**src/rtl/mesi_com_bus_arbiter.sv**
```systemverilog
// Common-bus arbiter for the 4-core MESI cluster: round-robin proc tenures,
// with fixed-priority snoop grants nested inside an active proc tenure.
//
// state      | meaning
// -----------+-----------------------------------------------------------
// IDLE       | bus free, searching proc requests from rr_ptr upward
// PROC       | one proc owner holds the bus, no snoop grant
// PROC_SNOOP | proc owner plus one snoop requester hold the bus
// TURN       | one-cycle turnaround with all grants low
module mesi_com_bus_arbiter #(
  parameter int NUM_PROC  = 8,
  parameter int NUM_SNOOP = 4,
  parameter int MAX_HOLD  = 64
) (
  input  logic                          clk,
  input  logic                          rst_n,
  input  logic [NUM_PROC-1:0]           Com_Bus_Req_proc,
  input  logic [NUM_SNOOP-1:0]          Com_Bus_Req_snoop,
  output logic [NUM_PROC-1:0]           Com_Bus_Gnt_proc,
  output logic [NUM_SNOOP-1:0]          Com_Bus_Gnt_snoop,
  output logic                          bus_busy,
  output logic [$clog2(NUM_PROC)-1:0]   owner_id,
  output logic                          timeout_err
);

  localparam int PW = $clog2(NUM_PROC);
  localparam int SW = $clog2(NUM_SNOOP);
  localparam int CW = $clog2(MAX_HOLD + 1);

  typedef enum logic [1:0] {
    IDLE       = 2'd0,
    PROC       = 2'd1,
    PROC_SNOOP = 2'd2,
    TURN       = 2'd3
  } state_t;

  state_t              state, state_nx;
  logic [NUM_PROC-1:0]  gnt_proc, gnt_proc_nx;
  logic [NUM_SNOOP-1:0] gnt_snoop, gnt_snoop_nx;
  logic [PW-1:0]        rr_ptr, rr_ptr_nx;
  logic [PW-1:0]        owner, owner_nx;
  logic [CW-1:0]        hold_cnt, hold_cnt_nx;

  logic                 rr_found;
  logic [PW-1:0]        rr_pick;
  logic [PW-1:0]        rr_cand;
  logic [NUM_SNOOP-1:0] own_mask;
  logic [NUM_SNOOP-1:0] snoop_avail;
  logic [NUM_SNOOP-1:0] snoop_pick;

  // Round-robin search: first requester at or after rr_ptr, wrapping.
  always_comb begin
    rr_found = 1'b0;
    rr_pick  = rr_ptr;
    rr_cand  = rr_ptr;
    for (int i = 0; i < NUM_PROC; i++) begin
      rr_cand = rr_ptr + PW'(i);
      if (!rr_found && Com_Bus_Req_proc[rr_cand]) begin
        rr_found = 1'b1;
        rr_pick  = rr_cand;
      end
    end
  end

  // The owner's own core (data or instruction side) is never snoop-granted.
  always_comb begin
    own_mask    = {{(NUM_SNOOP-1){1'b0}}, 1'b1} << owner[SW-1:0];
    snoop_avail = Com_Bus_Req_snoop & ~own_mask;
    snoop_pick  = '0;
    for (int j = NUM_SNOOP - 1; j >= 0; j--) begin
      if (snoop_avail[j]) snoop_pick = {{(NUM_SNOOP-1){1'b0}}, 1'b1} << j;
    end
  end

  always_comb begin
    state_nx     = state;
    gnt_proc_nx  = gnt_proc;
    gnt_snoop_nx = gnt_snoop;
    rr_ptr_nx    = rr_ptr;
    owner_nx     = owner;
    hold_cnt_nx  = hold_cnt;

    if ((state == PROC || state == PROC_SNOOP) && hold_cnt != CW'(MAX_HOLD))
      hold_cnt_nx = hold_cnt + CW'(1);

    case (state)
      IDLE: begin
        gnt_snoop_nx = '0;
        if (rr_found) begin
          gnt_proc_nx = {{(NUM_PROC-1){1'b0}}, 1'b1} << rr_pick;
          owner_nx    = rr_pick;
          hold_cnt_nx = '0;
          state_nx    = PROC;
        end
      end
      PROC: begin
        if (!Com_Bus_Req_proc[owner]) begin
          gnt_proc_nx  = '0;
          gnt_snoop_nx = '0;
          rr_ptr_nx    = owner + PW'(1);
          state_nx     = TURN;
        end else if (|snoop_avail) begin
          gnt_snoop_nx = snoop_pick;
          state_nx     = PROC_SNOOP;
        end
      end
      PROC_SNOOP: begin
        // Owner release is deferred until the snoop requester lets go.
        if (!(|(Com_Bus_Req_snoop & gnt_snoop))) begin
          gnt_snoop_nx = '0;
          state_nx     = PROC;
        end
      end
      TURN: begin
        gnt_proc_nx  = '0;
        gnt_snoop_nx = '0;
        state_nx     = IDLE;
      end
      default: begin
        gnt_proc_nx  = '0;
        gnt_snoop_nx = '0;
        state_nx     = IDLE;
      end
    endcase
  end

  always_ff @(posedge clk or negedge rst_n) begin
    if (!rst_n) begin
      state     <= IDLE;
      gnt_proc  <= '0;
      gnt_snoop <= '0;
      rr_ptr    <= '0;
      owner     <= '0;
      hold_cnt  <= '0;
    end else begin
      state     <= state_nx;
      gnt_proc  <= gnt_proc_nx;
      gnt_snoop <= gnt_snoop_nx;
      rr_ptr    <= rr_ptr_nx;
      owner     <= owner_nx;
      hold_cnt  <= hold_cnt_nx;
    end
  end

  assign Com_Bus_Gnt_proc  = gnt_proc;
  assign Com_Bus_Gnt_snoop = gnt_snoop;
  assign bus_busy          = |gnt_proc;
  assign owner_id          = owner;
  // Counter saturates at MAX_HOLD, so this matches for one tenure cycle only.
  assign timeout_err       = bus_busy && (hold_cnt == CW'(MAX_HOLD - 1));

endmodule

```
**config.mk**
```make
export PLATFORM = sky130hd
export DESIGN_NAME = mesi_com_bus_arbiter
export DESIGN_NICKNAME = d
export VERILOG_FILES = /design/src/rtl/mesi_com_bus_arbiter.sv
export SDC_FILE = /design/constraint.sdc
export NUM_CORES = 1
export LEC_CHECK = 0
export CAP_MARGIN = 40
export CORE_ASPECT_RATIO = 0.6
export CORE_MARGIN = 3
export CORE_UTILIZATION = 50
export DETAILED_ROUTE_END_ITERATION = 8
export DONT_BUFFER_PORTS = 1
export PLACE_DENSITY = 0.67
export SLEW_MARGIN = 30
export SYNTH_ARGS = -nofsm -noshare
export SYNTH_HDL_FRONTEND = slang
export SYNTH_SLANG_ARGS = --single-unit
export TNS_END_PERCENT = 30
```
**constraint.sdc**
```tcl
create_clock -name clk -period 4.11 [get_ports clk]
set_input_delay 0.822 -clock clk [delete_from_list [all_inputs] [get_ports clk]]
set_output_delay 0.822 -clock clk [all_outputs]
set_load 0.01 [all_outputs]
```
==> run_results.csv <==
group,metric,value,unit
status,status,"finished, final reports clean",
grt,grt_max_degree,28,
final_layout,area_growth,5.555,%
clock_network,cts-htree-levels,1,
power_and_ir_drop,p_per_area,958.3,nW/um^2
floorplanning,pin_count,31,
logic_synthesis,synth_top_cell_by_area,"dfrtp_1",
placed_design,gp_congestion,0.8647,
clock_network,cts_buffers,3,
sta,max_freq,278.9,MHz
clock_network,cts_resized,0,
final_layout,nets,273,
grt,grt_use_total,21.96,%
worst_setup_path,worstPathArrival,3.75,ns
worst_setup_path,cp.required,4.28,ns
grt,grt_pass1_vias,1800,
placed_design,place_hpwl,4466,um
floorplanning,die_h,59.27,um
routing,wl_per_cell,18.70,um
routing,vias_per_cell,6.420,
logic_synthesis,yosysWarnings,0,
worst_setup_path,start_kind,"flip-flop",
logic_synthesis,synth.top_cell.area_share,28.57,%
sta,period_needed,3.586,ns
sta,fin_skew,0.006580,ns
final_layout,diodes,0,
logic_synthesis,synth_top_cells_by_area,"dfrtp_1 (29%), mux4_2 (10%), ha_1 (6.9%)",
power_and_ir_drop,total_leakage_power,0.001069,uW
routing,wl,5704,um
sta,slew_viol_final,0,
power_and_ir_drop,p_total,2392,uW
routing,dr.pass1.iters,4,
floorplanning,core_area,4324,um^2
routing,ant_nets,0,
logic_synthesis,yosysMostFrequentCell,"dfrtp_1",
clock_network,cts_root_buffer,"clkbuf_8",
clock_network,clk_latency,0.28,ns
sta,finalSetupViolCount,0,
clock_network,cts_tree,"done",
run,max_cap_viol_count,0,
routing,drtIter0Drc,150,
worst_setup_path,reg2reg_to,"Com_Bus_Gnt_proc[4]$_DFFE_PN0P_",
logic_synthesis,netlist_instances,241,
floorplanning,rows,18,
logic_synthesis,ys.flop_type,"dfrtp_1",
logic_synthesis,ys_types,52,
final_layout,drive_above_1_share,15.10,%
worst_setup_path,reg2regPathDepth,11,
logic_synthesis,synth_common_cells,"dfrtp_1 (27), nand2_1 (26), nor2_1 (19)",
sta,min_period_over_period,87.25,%
floorplanning,die_w,94.79,um
sta,finalHoldViolCount,0,
grt,grt_pass1_wl,9439,um
logic_synthesis,synth_seq_cells,27,
clock_network,cts.sink_count,27,
routing,drc,0,
clock_network,clk_pin_slew_worst_paths,0.09,ns
clock_network,cts_max_path_buffers,2,
grt,antenna_found_initial,0,
logic_synthesis,syn_area_per_cell,9.812,um^2
final_layout,regArea,675.6,um^2
sta,tightest_slew,0.7424,ns
final_layout,fill_cells,390,
routing,via_count,1958,
sta,rsz0062_at_grt,"false",
logic_synthesis,synth-edff-count,0,
floorplanning,dieArea,5618,um^2
logic_synthesis,synth_async_sr_flop_share,100.0,%
grt,grt_overflow,0,
floorplanning,start_util,54.69,%
worst_setup_path,r2r_slack,0.52,ns
clock_network,post_cts_buffers,0,
power_and_ir_drop,ir_worst_vdd,0.5660,mV
sta,max_slew_margin,50.06,%
final_layout,multi_input_area,1600,um^2
worst_setup_path,path_max_fanout,15,
logic_synthesis,seq_area_frac_synth,28.57,%
sta,finalSetupTns,0,ns
hold_path,hp-class,"input port to asynchronous set/reset pin",
worst_setup_path,end_kind,"flip-flop",
logic_synthesis,syn_nets,268,
clock_network,cts_hold_buf,0,
placed_design,portBuffers,0,
worst_setup_path,timing.rr.start,"rr_ptr[0]$_DFFE_PN0P_",
logic_synthesis,synth_area,2365,um^2
worst_setup_path,worstSetupPathType,"flip-flop to flip-flop",
## cell type report
| type | count | area share, % |
|---|---|---|
| sequential | 27 | 27.07 |
| timing repair buffer | 8 | 2.306 |
| clock inverter | 1 | 0.2005 |
| inverter | 11 | 1.654 |
| multi-input combinational | 195 | 64.11 |
| clock buffer | 3 | 1.654 |
| tap | 60 | 3.008 |
## per-layer routing
layer	track usage (%)	share of wire (%)
met1	37.26	52
met2	26.75	38
met3	6.218	10
met4	3.491	0.56
met5	0	0
## where the power goes
group | switching, uW | internal (uW) | leakage, uW
combinational | 994 | 776 | 0.000692
sequential | 121 | 348 | 0.000352
clock | 84.4 | 68.0 | 0.0000255
## cell usage in the layout, fill, tap and decap left out, drive strengths merged, types with 2 or more instances in the layout
cell type and count:
nor4 3, a21oi 9, nor3 3, a32o 10, o21ai 16, nand2 26
nand2b 5, inv 10, mux2 9, mux2i 11, ha 13, and3 4
nor2b 6, nor4b 2, buf 7, and2 5, nand3 4, a22oi 2
xor2 6, clkbuf 4, o32ai 2, a211oi 2, clkinv 2, o31ai 2
dfrtp 27, nor2 19, nand4 3, xnor2 4, mux4 13
## through the flow
step	instance area, um^2	std cells	worst slack, ns	utilization [%]	hold slack, ns
finish	2496	305	0.5239	57.73	0.2290
global route	2496	305	0.2364	57.73	0.2080
CTS	2491	304	0.5669	57.61	0.2220
detailed placement	2445	300	0.5019	56.54	0.5271
global placement	2445	300	0.4708	56.54	0.5270
floorplan	2365	241	0.6725	-	0.5159
## state kept, by name (all words and copies together), names as in the netlist
signal	flops
Com_Bus_Gnt_proc	8
rr_ptr	3
hold_cnt	7
Com_Bus_Gnt_snoop	4
owner_id	3
state	2
## worst max-delay path, stage by stage, from the launching register on
cell      delay (ns)
dfrtp_1         0.35
inv_1           0.09
ha_1            0.68
mux2i_1         0.20
mux4_2          0.57
a32oi_2         0.30
buf_4           0.20
nor2_1          0.05
a211oi_1        0.24
a21oi_1         0.15
a211o_1         0.38
a32o_1          0.26
## worst max path at each step
stage / depth (start not counted) / from / slack, ns / end
after floorplan: 11 / rr_ptr[1]$_DFFE_PN0P_ / 0.67 / Com_Bus_Gnt_proc[0]$_DFFE_PN0P_
after global routing: 11 / rr_ptr[0]$_DFFE_PN0P_ / 0.24 / Com_Bus_Gnt_proc[5]$_DFFE_PN0P_
final: 11 / rr_ptr[0]$_DFFE_PN0P_ / 0.52 / Com_Bus_Gnt_proc[4]$_DFFE_PN0P_
after CTS: 11 / rr_ptr[0]$_DFFE_PN0P_ / 0.57 / Com_Bus_Gnt_proc[4]$_DFFE_PN0P_
after global placement: 8 / Com_Bus_Req_proc[3] / 0.47 / Com_Bus_Gnt_proc[1]$_DFFE_PN0P_
after detailed placement: 8 / Com_Bus_Req_proc[3] / 0.50 / Com_Bus_Gnt_proc[4]$_DFFE_PN0P_
## cells by family after synthesis
| logic type | Yosys count | synth area share, % |
|---|---|---|
| DFF | 27 | 28.57 |
| buffers and inverters | 19 | 3.756 |
| AOI/OAI and AO/OA | 55 | 17.20 |
| adders and majority gates | 13 | 6.878 |
| muxes | 33 | 21.80 |
| xor gates and xnor gates | 10 | 3.704 |
| and+or+nand+nor | 84 | 18.10 |
Power figures use the tool's default switching activity.
